$ cat config.mk
export PLATFORM = sky130hd
export DESIGN_NAME = mac_vector_acc
export DESIGN_NICKNAME = d
export VERILOG_FILES = /design/src/rtl/mac_vector_acc.sv
export SDC_FILE = /design/constraint.sdc
export NUM_CORES = 1
export LEC_CHECK = 0
export BUFFER_PORTS_ARGS = -buffer_cell sky130_fd_sc_hd__buf_4
export CAP_MARGIN = 5
export CELL_PAD_IN_SITES_DETAIL_PLACEMENT = 1
export CELL_PAD_IN_SITES_GLOBAL_PLACEMENT = 2
export CORE_MARGIN = 1.5
export CORE_UTILIZATION = 42
export CTS_BUF_LIST = sky130_fd_sc_hd__clkbuf_8
export DETAILED_ROUTE_END_ITERATION = 12
export PLACE_DENSITY_LB_ADDON = 0.1
export SYNTH_ARGS = -nofsm -noshare
export SYNTH_HDL_FRONTEND = slang
export SYNTH_SLANG_ARGS = --single-unit
$ cat constraint.sdc
create_clock -name clk -period 13.4 [get_ports clk]
set_input_delay 1.34 -clock clk [delete_from_list [all_inputs] [get_ports clk]]
set_output_delay 1.34 -clock clk [all_outputs]
set_load 0.005 [all_outputs]
$ cat src/rtl/mac_vector_acc.sv
// rtl/mac_vector_acc.sv - multi-lane signed MAC with bias preload, streaming input and requantised held result
// Optional feature macro: MAC_VECTOR_ACC_SAT_EN (saturating narrow and sat_out flags)
module mac_vector_acc #(
    parameter int DATA_WIDTH   = 8,
    parameter int WEIGHT_WIDTH = 8,
    parameter int VECTOR_WIDTH = 4,
    parameter int ACC_WIDTH    = 24,
    parameter int OUTPUT_WIDTH = 16,
    parameter int OUT_SHIFT    = 0,
    parameter int LEN_WIDTH    = 8
) (
    input  logic                                       clk,
    input  logic                                       rst,
    input  logic                                       start,
    input  logic [LEN_WIDTH-1:0]                       len,
    input  logic [VECTOR_WIDTH-1:0][OUTPUT_WIDTH-1:0]  bias_in,
    input  logic                                       in_valid,
    output logic                                       in_ready,
    input  logic [VECTOR_WIDTH-1:0][DATA_WIDTH-1:0]    val_in,
    input  logic [VECTOR_WIDTH-1:0][WEIGHT_WIDTH-1:0]  weight_in,
    output logic                                       out_valid,
    input  logic                                       out_ready,
    output logic [VECTOR_WIDTH-1:0][OUTPUT_WIDTH-1:0]  sum_out,
    output logic [VECTOR_WIDTH-1:0]                    sat_out,
    output logic                                       busy
);

    localparam int PW = DATA_WIDTH + WEIGHT_WIDTH;

    localparam logic [1:0] S_IDLE   = 2'd0;
    localparam logic [1:0] S_ACCUM  = 2'd1;
    localparam logic [1:0] S_DRAIN  = 2'd2;
    localparam logic [1:0] S_OUTPUT = 2'd3;

`ifdef MAC_VECTOR_ACC_SAT_EN
    localparam logic signed [ACC_WIDTH-1:0] SAT_MAX = ACC_WIDTH'((2 ** (OUTPUT_WIDTH - 1)) - 1);
    localparam logic signed [ACC_WIDTH-1:0] SAT_MIN = -SAT_MAX - ACC_WIDTH'(1);
`endif

    logic [1:0]                         state;
    logic [LEN_WIDTH-1:0]               len_q;
    logic [LEN_WIDTH-1:0]               cnt;
    logic                               prod_vld;
    logic signed [PW-1:0]               prod    [VECTOR_WIDTH];
    logic signed [ACC_WIDTH-1:0]        acc     [VECTOR_WIDTH];
    logic signed [ACC_WIDTH-1:0]        shifted [VECTOR_WIDTH];
    logic [VECTOR_WIDTH-1:0][OUTPUT_WIDTH-1:0] narrow_val;
    logic [VECTOR_WIDTH-1:0]            narrow_sat;
    logic                               accept;

    assign in_ready = (state == S_ACCUM);
    assign busy     = (state != S_IDLE);
    assign accept   = in_valid && in_ready;

    // Requantisation: arithmetic shift then either clamp or keep the low bits.
    always_comb begin
        narrow_val = '0;
        narrow_sat = '0;
        for (int i = 0; i < VECTOR_WIDTH; i++) begin
            shifted[i] = acc[i] >>> OUT_SHIFT;
`ifdef MAC_VECTOR_ACC_SAT_EN
            if (shifted[i] > SAT_MAX) begin
                narrow_val[i] = OUTPUT_WIDTH'(SAT_MAX);
                narrow_sat[i] = 1'b1;
            end else if (shifted[i] < SAT_MIN) begin
                narrow_val[i] = OUTPUT_WIDTH'(SAT_MIN);
                narrow_sat[i] = 1'b1;
            end else begin
                narrow_val[i] = OUTPUT_WIDTH'(shifted[i]);
            end
`else
            narrow_val[i] = OUTPUT_WIDTH'(shifted[i]);
`endif
        end
    end

    always_ff @(posedge clk or posedge rst) begin
        if (rst) begin
            state     <= S_IDLE;
            len_q     <= '0;
            cnt       <= '0;
            prod_vld  <= 1'b0;
            out_valid <= 1'b0;
            sum_out   <= '0;
            sat_out   <= '0;
            for (int i = 0; i < VECTOR_WIDTH; i++) begin
                prod[i] <= '0;
                acc[i]  <= '0;
            end
        end else begin
            prod_vld <= accept;
            if (accept) begin
                cnt <= cnt + LEN_WIDTH'(1);
                for (int i = 0; i < VECTOR_WIDTH; i++) begin
                    prod[i] <= $signed(val_in[i]) * $signed(weight_in[i]);
                end
            end
            if (prod_vld) begin
                for (int i = 0; i < VECTOR_WIDTH; i++) begin
                    acc[i] <= acc[i] + ACC_WIDTH'(prod[i]);
                end
            end

            case (state)
                S_IDLE: begin
                    if (start) begin
                        len_q <= len;
                        cnt   <= '0;
                        for (int i = 0; i < VECTOR_WIDTH; i++) begin
                            acc[i] <= ACC_WIDTH'($signed(bias_in[i]));
                        end
                        state <= (len == '0) ? S_DRAIN : S_ACCUM;
                    end
                end
                S_ACCUM: begin
                    if (accept && (cnt == len_q - LEN_WIDTH'(1))) begin
                        state <= S_DRAIN;
                    end
                end
                S_DRAIN: begin
                    state <= S_OUTPUT;
                end
                default: begin
                    // First OUTPUT cycle captures the settled accumulators; then hold until taken.
                    if (!out_valid) begin
                        sum_out   <= narrow_val;
                        sat_out   <= narrow_sat;
                        out_valid <= 1'b1;
                    end else if (out_ready) begin
                        out_valid <= 1'b0;
                        state     <= S_IDLE;
                    end
                end
            endcase
        end
    end

endmodule

# Word level (Yosys, flattened, before mapping)
# Index checks and enable logic that the tools add are counted.
totals:
  reg_bits: 244
  in_bits: 141
  out_inout_bits: 71
  wordCells: 59
op_classes:
  n_addsub: 6
  mul: 4
  eq_ne: 5
  mux: 14
  bitwise_logic: 2
  n_reduce_logical: 11
op_table:
  columns: ["operator", "n"]
  rows:
  - ["96-bit two-way mux", 3]
  - ["24-bit by 16-bit adder with 24-bit output", 4]
  - ["8-bit by 8-bit multiplier with 16-bit output", 4]
  - ["8-bit two-way mux", 3]
  - ["2-bit two-way mux", 5]
  - ["8-bit by 1-bit adder with 8-bit output (second input constant)", 1]
  - ["8-bit equality test", 1]
  - ["8-bit zero test", 1]
  - ["4-bit nonzero test", 2]
  - ["8-bit by 1-bit subtractor with 8-bit output (second input constant)", 1]
  - ["2-bit case mux with 3 select lines", 1]
  - ["2-bit AND reduction", 2]
  - ["4-bit AND reduction", 1]
  - ["3-bit OR reduction", 1]
  - ["2-bit by 1-bit equality test with 1-bit output (second input constant)", 1]
  - ["2-bit equality test (second input constant)", 1]
  - ["1-bit logical AND", 2]
  - ["2-bit zero test", 1]
  - ["1-bit two-way mux", 2]
  - ["2-bit by 1-bit != test with 1-bit output (second input constant)", 1]
  - ["2-bit != test (second input constant)", 1]
  - ["1-bit NOT", 2]
  - ["2-bit nonzero test", 1]

# Logic depth before layout (Yosys ltp)
# Gate-level depths: netlist of the first run.
depth:
  word_depth: 5
  depth_mapped: 19
  ltp_nobuf: 18

# Worst setup path before layout of the first run
# Ideal clock, no wire load.
synth_path:
  path_kind: "input port to flip-flop"
  from: "input port val_in[23] (netlist bit)"
  to: "register prod[31] (netlist bit)"
  setup_time_ns: 0.133
  arrival_ns: 5.126
  required_time_ns: 13.267
  slack_ns: 8.140
  path_stages: 17
  path_buffers: 1
  cell_sequence: "and2_1 -> fa_1 -> inv_1 -> fa_1 -> inv_1 -> fa_1 -> inv_1 -> fa_1 -> inv_1 -> ha_1 -> buf_2 -> and4_1 -> a21oi_1 -> nand3b_1 -> a31oi_1 -> xnor2_1 -> o21ai_0"
synth_via:
  elab_chain_cells: 1
synth_lines:
  columns: ["item", "line_no", "source"]
  rows:
  - ["start: declaration", "19", "input logic [VECTOR_WIDTH-1:0][DATA_WIDTH-1:0] val_in,"]
  - ["8-bit by 8-bit multiplier with 16-bit output", "95", "prod[i] <= $signed(val_in[i]) * $signed(weight_in[i]);"]
  - ["end signal: indexed assignment", "95", null]
  - ["end: declaration", "44", "logic signed [PW-1:0] prod [VECTOR_WIDTH];"]
# No other way between the ends.
# A chain may end at the register's enable or synchronous reset.

# Worst setup path in the final report of the first run
layout_path:
  from: "input port weight_in[20] (netlist bit)"
  to: "register prod[28] (netlist bit)"
layout_via:
  elab_chain_cells: 1
layout_lines:
  columns: ["item", "line_no", "source"]
  rows:
  - ["start: declaration", "20", "input logic [VECTOR_WIDTH-1:0][WEIGHT_WIDTH-1:0] weight_in,"]
  - ["8-bit by 8-bit multiplier with 16-bit output", "95", null]
# No other way between the ends.

==> results of run 1 <==
[cell type report]
class	instances	area share, %
multi-input combinational	1647	59.2
clock inverter	18	0.410
antenna	1	0.0103
inverter	364	5.63
sequential	212	21.8
timing repair buffer	215	6.62
clock buffer	51	2.88
tap	672	3.45
[routing by layer]
| metal | share of wire, % | global-route usage (%) | wire, um |
|---|---|---|---|
| met1 | 48 | 29.9 | 26900 |
| met4 | 1.5 | 4.55 | 809 |
| met3 | 3.5 | 3.07 | 1940 |
| met2 | 47 | 36.7 | 26000 |
| met5 | 0 | 0 | 0 |
[cell usage after synthesis, types with 4 or more instances]
master      n
xnor2_1    86
a211o_1    10
and3_1     15
mux2i_1    28
o21a_1     11
a211oi_1   10
mux2_2     64
a31oi_1    16
a21oi_1   112
nand4_1     9
xor2_1     27
dfrtp_1   212
nor3b_1    12
o21bai_1    9
buf_1      14
a221o_1     7
and2_1    172
nor2b_1    36
o21ai_0   125
and4_1      4
nand2_1   246
nand4b_1    4
a21o_1     17
ha_1      182
buf_2       6
nand2b_1   21
o31ai_1     9
buf_4       4
inv_1     364
fa_1      224
o41ai_2     4
nand3_1    24
clkbuf_1   41
o211ai_1    5
o21ai_1     7
o22ai_1     5
nor3_1     22
nand3b_1    8
nor2_1     67
nor4_1      8
[sequential cells by signal, indices dropped and copies added, names as in the netlist]
signal / cells
cnt: 8
acc: 64
out_valid: 1
sum_out: 64
state: 2
len_q: 8
prod_vld: 1
prod: 64
[through the flow]
stage | total power [mW] | area, um^2 | util, % | worst slack, ns
global route | 5.93 | 24400 | 48.6 | 8.05
finish | 5.35 | 24400 | 48.6 | 8.35
CTS | 5.42 | 24400 | 48.6 | 8.35
detailed placement | 4.73 | 23600 | 47.0 | 7.73
global placement | 4.61 | 23600 | 47.0 | 7.78
floorplan | 3.76 | 21400 | - | 6.27
[cells by family (layout without fill, tap and decap cells)]
logic type | count (synthesis) | after routing
fa+ha+maj | 406 | 406
buf+inv | 430 | 648
compound gates | 368 | 368
simple gates | 662 | 662
xor+xnor | 114 | 114
other cells | 1 | 5
mux | 93 | 93
flops | 212 | 212
[worst reg2reg max path: cells and delay by family, from the launching register on]
| family | cells | cell delay (ns) |
|---|---|---|
| compound gates | 2 | 0.62 |
| fa+ha+maj | 1 | 0.29 |
| buf+inv | 2 | 0.86 |
| flops | 1 | 0.40 |
| simple gates | 2 | 0.68 |
[where the power goes]
part	internal (mW)	switching (mW)	leakage [nW]	total, mW
clock	0.358	0.289	0.463	0.648
sequential	0.955	0.252	2.59	1.21
combinational	1.58	1.91	8.91	3.49
[path summary, 6_finish.rpt]
| path | end | cells after the start | startpoint |
|---|---|---|---|
| worst max-delay path | prod[28] | 18 | weight_in[20] |
| worst min-delay path | sum_out[1] | 2 | sum_out[1] |
| worst max register to register | prod[46] | 7 | state[1] |
| worst min register to register | sum_out[1] | 2 | sum_out[1] |
| max in group asynchronous | prod_vld | 3 | rst |
| min in group asynchronous | sum_out[5] | 2 | rst |
[cells in the final DEF (no fill, tap or decap), drive strengths merged, types with 17 or more instances in the layout]
cell      n
a21o     17
a21oi   112
and2    172
buf     215
clkbuf   51
dfrtp   212
fa      224
ha      182
inv     378
mux2     65
mux2i    28
nand2   246
nand2b   21
nand3    24
nor2     68
nor2b    36
nor3     22
o21ai   132
xnor2    86
xor2     28
==> metrics.txt, run 1 <==
status finished clean; WP data arrival around 5.6 ns; multi-input logic area 0.0144 mm^2; latest clock arrival within the worst-skew pair 0.60 ns; Final Setup Violations 0; H-tree levels 2; critical path's top delay family adder cells; CP Class in -> reg; Die Wd 229 um; Placed Cells 3110; TritonRoute pass-1 iters 6; Via-to-Cell Ratio 5.11; Setup Fix Bufs, Post-CTS 0; wire length per cell roughly 17 um; maximum VDD drop around 0.080 mV; worst min path class reg -> reg; Storage cell area 0.00531 mm^2; initial core utilization a little over two fifths; Worst setup EP type flip-flop; Worst Skew 0.0338 ns; CTS Root Cell clkbuf_8; fraction of layout cells with a size suffix above 1 14.5%; Final Cycle Share 37.7%; Compound-Gate Fraction of Synth Area 10.5%; leakage 12.0 nW; drt drc 0; area share of the largest cell type after synthesis 24.8%; EDFF count, synth 0; Routed Antenna Nets 0; Final #Nets 3028; Total GRT Usage 21.8%; synthesized-area fraction occupied by adder cells a little under a third; mux cell area share after synthesis 4.76%; fillers a little under 6000; leading area contributor after synthesis dfrtp_1; first-pass GRT wire length 92500 um; total congestion overflow 0; slew margin rel. 28.6%; core area 0.0502 mm^2; WP data required 13.91 ns; Tmin final around 5 ns; Worst Tran Pin Value approximately 1.1 ns; max incr delay on CP 0.62 ns; buffers and inverters on the worst path 5; fmax 198 MHz; Die Area about 0.052 mm^2; RD Place Congestion 0.836; Synth cell types 65; Die Height 229 um; P per Cell Area 219 mW/mm^2; max-slew violations 0; Core Rows 82; largest family of logic cells by synthesized area adder cells; Post-Synthesis Cells 2286; Area contributors post-synth dfrtp_1, fa_1, ha_1, inv_1, and2_1; Vias 16200; final hold viol count 0; post-synthesis sequential area ratio between 20% and 30%; drt total wl 55600 um; Starting DRT DRC Count 613; CTS tree yes; vias in the first global route 17800; Worst-path clk slew around 0.050 ns; CP Launch Type input pin; Max FO, Critical Path 8; Synth Area in Simple Gates 15.8%; initial antenna violation count 1; Setup TNS 0 ns; number of buffers created by CTS 41; Synth async-reset ratio 100%; prevailing post-synth register cell dfrtp_1; CTS resizes 0; Sink Count 212; port bufs ~210; CP cell instances buf_4, and2_1, fa_1, inv_1, fa_1, inv_1, fa_1, inv_1, fa_1, inv_1, ha_1, o21ai_0, a21oi_1, o21ai_0, nand2b_1, a21oi_1, or4b_2, nand3_1; Area Growth Syn to Fin 14.2%; Max Root-Sink Buffers 3; final hold slack between 0.4 and 0.5 ns; largest net degree at the start of global routing 84; synthesized area per cell 9.34 um^2; Max-Cap Viols 0; hold buffers post-CTS 0; #FFs+latches synth roughly 210; Crit-path slowest cell or4b_2; DP HPWL roughly 44000 um; RSZ-0062 raised after global routing false; R2R Setup Slk 10.42 ns; # IOs between 200 and 250; Warnings, synthesis 0; xor/xnor cell area share of the yosys netlist ~4.7%; Cell Count, Final, Fillers Out ~3200; cell area after synthesis between 0.02 and 0.025 mm^2
Power figures use the tool's default switching activity.
==> run 2, diff against run 1 <==
--- a/config.mk
+++ b/config.mk
@@ -10,7 +10,7 @@
 export CELL_PAD_IN_SITES_DETAIL_PLACEMENT = 1
 export CELL_PAD_IN_SITES_GLOBAL_PLACEMENT = 2
 export CORE_MARGIN = 1.5
-export CORE_UTILIZATION = 42
+export CORE_UTILIZATION = 36
 export CTS_BUF_LIST = sky130_fd_sc_hd__clkbuf_8
 export DETAILED_ROUTE_END_ITERATION = 12
 export PLACE_DENSITY_LB_ADDON = 0.1
==> constraint.sdc (replaced) <==
create_clock -name clk -period 4.44 [get_ports clk]
set_input_delay 0.444 -clock clk [delete_from_list [all_inputs] [get_ports clk]]
set_output_delay 0.444 -clock clk [all_outputs]
set_load 0.005 [all_outputs]
==> run 2 against run 1 <==
  * Flip-flop and latch count unchanged
  * Die area increased by 16%
  * Clock power increased to 3.3 times the previous value
  * Power increased to 3.4 times the previous value
  * Register-to-register slack got worse by 8.7 ns
  * Sequential share of layout area decreased by 1.2 points
  * Via count increased by 3.8%
  * Clock-buffer cell count increased by 1
  * Clock skew decreased by 0.013 ns
==> metrics.txt, run 2 (synthesized netlist as in run 1, its figures left out) <==
Die Area around 0.061 mm^2; Diodes inserted 0; slew margin rel. 28.2%; Placed Cells 3373; CTS Root Cell clkbuf_8; r2r endpoint state[1]; CTS resizes 0; post-route cell area 0.0259 mm^2; Max Root-Sink Buffers 3; wire length per cell 17.4 um; RD Place Congestion 0.848; fin util 44.0%; fraction of layout cells with a size suffix above 1 20.0%; first-pass GRT wire length just under 100000 um; maximum VDD drop ~0.31 mV; fmax 242 MHz; Final #Nets 3191; drt total wl 60100 um; hold depth 3; Die Height 247 um; multi-input logic area 0.0144 mm^2; max-slew violations 0; Top Registers acc: 64 flops, prod: 64 flops, sum_out: 64 flops; Via-to-Cell Ratio a little under 5; Routed Antenna Nets 0; Max-Cap Viols 0; largest net degree at the start of global routing around 130; Max FO, Critical Path 3; # IOs 212; launch point of the worst path weight_in[20]; Core Rows 89; final hold slack 0.0830 ns; fillers 6853; most common cell after layout, fill and taps aside buf_4; WP data required 4.93 ns; CP Launch Type input pin; Area Growth Syn to Fin 21.1%; Worst Tran Pin Value around 1.1 ns; worst min path class in -> reg; Final Cycle Share 93.0%; final hold viol count 0; RSZ-0062 raised after global routing false; core area 0.0588 mm^2; Storage cell area roughly 0.0053 mm^2; Setup Fix Bufs, Post-CTS 0; number of buffers created by CTS 41; WP data arrival around 4.6 ns; P per Cell Area about 700 mW/mm^2; drt drc 0; Worst Hold End len_q[2]; Cell Count, Final, Fillers Out 3449; leakage 12.8 nW; port bufs 207; placed cell area 0.0250 mm^2; overall power consumption 17.9 mW; latest clock arrival within the worst-skew pair around 0.56 ns; Sink Count between 200 and 250; setup ws final slightly above 0.3 ns; Final Setup Violations 0; total congestion overflow 0; Worst-path clk slew ~0.06 ns; HP Start len[2]; R2R Setup Slk 1.69 ns; Setup WS pre-CTS -0.254 ns; status finished clean; CTS tree yes; Worst setup EP type flip-flop; TritonRoute pass-1 iters 5; R2R depth 9; critical register-to-register path startpoint state[1]; vias in the first global route 18600; Total GRT Usage 20.4%; initial antenna violation count 3; hold buffers post-CTS 1; Die Wd 247 um; initial core utilization 36.3%; Worst Skew 0.0211 ns; Vias 16900; DP HPWL approximately 50000 um; CP Class in -> reg; commonest non-fill, non-tap cells in the layout buf_4, inv_1, nand2_1, fa_1, dfrtp_1; Starting DRT DRC Count 440; Tmin final between 4 and 5 ns; Setup TNS 0 ns; H-tree levels 2
-- run 2: cell types whose count changed in the layout (fill, tap and decap cells not counted), sizes merged --
| cell | before | now |
|---|---|---|
| buf | 215 | 377 |
| clkinv | 2 | 9 |
| inv | 378 | 373 |
| bufinv | 1 | 3 |
| clkbuf | 51 | 52 |
| clkinvlp | 1 | 2 |
| diode | 1 | 0 |
| dlygate4sd3 | 0 | 1 |
-- run 2: area by class of cell --
type / instances / area share, %
Tap cell: 773 / 3.74
Clock buffer: 52 / 2.77
Clock inverter: 23 / 0.697
Timing Repair Buffer: 378 / 11.1
Sequential cell: 212 / 20.5
Inverter: 364 / 5.30
Multi-Input combinational cell: 1647 / 55.9
-- run 2: where the power goes --
group / internal [mW] / total, mW / switching (mW)
Combinational: 5.74 / 12.1 / 6.35
Clock: 1.23 / 2.12 / 0.892
Sequential: 2.88 / 3.73 / 0.846
-- run 2: how the worst max path moves through the flow --
stage | to | slack, ns | cells after the start
detailed placement | prod[28] | -0.25 | 18
finish | prod[28] | 0.31 | 18
global placement | prod[28] | -0.20 | 18
floorplan | prod[31] | 0.08 | 17
CTS | prod[28] | 0.32 | 18
global route | prod[60] | 0.04 | 20
-- run 2: critical path, stage by stage --
cell      delay [ns]
buf_4           0.11
and2_1          0.16
fa_1            0.54
inv_1           0.05
fa_1            0.48
inv_1           0.06
fa_1            0.53
inv_1           0.05
fa_1            0.52
inv_1           0.05
ha_1            0.29
o21ai_0         0.11
a21oi_1         0.21
o21ai_0         0.11
nand2b_1        0.10
a21oi_1         0.09
or4b_2          0.62
nand3_1         0.09
-- run 2: metal layers --
metal | vias to the layer above | GRT usage (%) | part of all wire, %
met5 | - | 0 | 0.017
met4 | 2 | 3.01 | 1.0
met3 | 46 | 2.54 | 3.2
met2 | 207 | 35.4 | 49
met1 | 8483 | 27.7 | 47
li1 | 8122 | - | -
==> run 3, diff against run 2 <==
--- a/config.mk
+++ b/config.mk
@@ -6,7 +6,7 @@
 export NUM_CORES = 1
 export LEC_CHECK = 0
 export BUFFER_PORTS_ARGS = -buffer_cell sky130_fd_sc_hd__buf_4
-export CAP_MARGIN = 5
+export CAP_MARGIN = 15
 export CELL_PAD_IN_SITES_DETAIL_PLACEMENT = 1
 export CELL_PAD_IN_SITES_GLOBAL_PLACEMENT = 2
 export CORE_MARGIN = 1.5
@@ -14,6 +14,7 @@
 export CTS_BUF_LIST = sky130_fd_sc_hd__clkbuf_8
 export DETAILED_ROUTE_END_ITERATION = 12
 export PLACE_DENSITY_LB_ADDON = 0.1
+export RECOVER_POWER = 100
 export SYNTH_ARGS = -nofsm -noshare
 export SYNTH_HDL_FRONTEND = slang
 export SYNTH_SLANG_ARGS = --single-unit
==> constraint.sdc (replaced) <==
create_clock -name clk -period 4.44 [get_ports clk]
set_input_delay 1.11 -clock clk [delete_from_list [all_inputs] [get_ports clk]]
set_output_delay 1.11 -clock clk [all_outputs]
set_load 0.005 [all_outputs]
==> run 3 against run 2 <==
  * The run now ends with capacitance limit, slew limit, setup timing left
  * Routed wire length up 3.2%
  * Core utilization increased by 2.5 points
  * Critical path depth shrank 1
  * Hold slack improved by 0.40 ns
  * Clock skew grew 0.028 ns
  * First-iteration DRC count is 14% higher
  * Non-clock buffer count increased by 61
  * Clock-buffer cell count unchanged
  * Global-route usage is 0.34 points higher
  * Die area is the same
  * Maximum frequency is 7.9% lower
  * Critical endpoint is now prod[47]
  * Largest power group unchanged
  * Highest routed layer is now met4
==> metrics.txt, run 3 (synthesized netlist as in run 1, its figures left out) <==
leakage 13.2 nW; RD Place Congestion 0.831; Setup WS pre-CTS -0.820 ns; slew margin rel. -40.7%; largest net degree at the start of global routing 147; CP Class in -> reg; CTS Root Cell clkbuf_8; post-route cell area 0.0274 mm^2; vias in the first global route between 15000 and 20000; Tmin final about 4.5 ns; first-pass GRT wire length 100000 um; wire length per cell approximately 18 um; Final Cycle Share 101%; Routed Antenna Nets 0; drt total wl 62000 um; met1 GRT Util 26.8%; Max FO, Critical Path 7; placed cell area 0.0254 mm^2; met2 Resource Use GR ~37%; Top Registers acc: 64 flops, prod: 64 flops, sum_out: 64 flops; number of buffers created by CTS 43; Cell Count, Final, Fillers Out ~3500; H-tree levels 2; Starting DRT DRC Count 501; Worst Skew 0.0493 ns; Worst Tran Pin Value around 2.1 ns; drt drc 0; Max-Cap Viols 5; initial core utilization 36.3%; status complete, but fails checks; RSZ-0062 raised after global routing true; failing checks capacitance limit, slew limit, setup timing; latest clock arrival within the worst-skew pair ~0.60 ns; overall power consumption 19.8 mW; initial antenna violation count 0; Area Growth Syn to Fin 28.1%; Sink Count 212; hold buffers post-CTS 0; Diodes inserted 0; # IOs 212; final hold viol count 0; CTS tree yes; fraction of layout cells with a size suffix above 1 28.3%; CP Launch Type input pin; WP data arrival 4.94 ns; Worst setup EP type flip-flop; Via-to-Cell Ratio 4.87; core area 0.0588 mm^2; Vias 17100; WP data required between 4 and 5 ns; Die Area 0.0608 mm^2; setup ws final -0.0434 ns; max-slew violations 337; Final Setup Violations 4; Setup TNS -0.111 ns; commonest non-fill, non-tap cells in the layout buf_4, inv_1, nand2_1, fa_1, dfrtp_1; DP HPWL 49600 um; port bufs 207; final hold slack 0.482 ns; TritonRoute pass-1 iters 4; Core Rows 89; Final #Nets 3254; Die Height about 250 um; Max Root-Sink Buffers 3; met3 Use GR 2.18%; fmax 223 MHz; total congestion overflow 0; Worst-path clk slew ~0.06 ns; GRT Max-Usage Layer met2; Total GRT Usage 20.8%; Die Wd 247 um; maximum VDD drop 0.275 mV; most common cell after layout, fill and taps aside buf_4; Placed Cells 3407; P per Cell Area 724 mW/mm^2; fin util 46.5%; worst min path class reg -> reg
==> run 3: final cells by class <==
cell class	instances	area, um^2
Sequential cell	212	5310
Inverter	364	1370
Multi-Input combinational cell	1647	15400
Tap cell	773	967
Clock inverter	24	255
Fill cell	6720	31400
Clock buffer	52	716
Timing Repair Buffer	439	3370
==> run 3: what timing repair did <==
| item | in CTS | in global routing |
|---|---|---|
| setup buffers | 13 | 18 |
| resized for setup | 41 | 170 |
| pin swaps | 43 | 116 |
| endpoints found under the setup margin | 14 | 28 |
==> run 3: critical path: stages <==
cell and delay, ns:
buf_4 0.12, buf_6 0.13, nand2_2 0.10, inv_1 0.07
fa_1 0.58, fa_1 0.45, fa_1 0.50, inv_1 0.05
fa_1 0.47, inv_1 0.07, ha_4 0.23, a21o_1 0.19
a211oi_2 0.22, nand3b_1 0.13, a31oi_2 0.25, xnor2_2 0.16
o21ai_0 0.10
==> run 3: worst paths after layout <==
check	startpoint	endpoint	slack, ns	cells after the start
min reg2reg	sum_out[49]	sum_out[49]	0.48	2
max reg2reg	state[1]	acc[35]	0.72	6
max in group asynchronous	rst	prod_vld	1.68	3
max	weight_in[10]	prod[47]	-0.04	17
min	sum_out[49]	sum_out[49]	0.48	2
min in group asynchronous	rst	acc[27]	1.14	3
==> run 3: power breakdown <==
part           switching (mW)  internal, mW
sequential              0.845          2.88
clock                   0.958          1.36
combinational            7.02          6.73
==> run 3: metal layers <==
metal	part of all wire, %	vias up
met2	51	205
met4	1.8	0
met5	0	-
met3	2.6	57
met1	44	8594
li1	-	8250
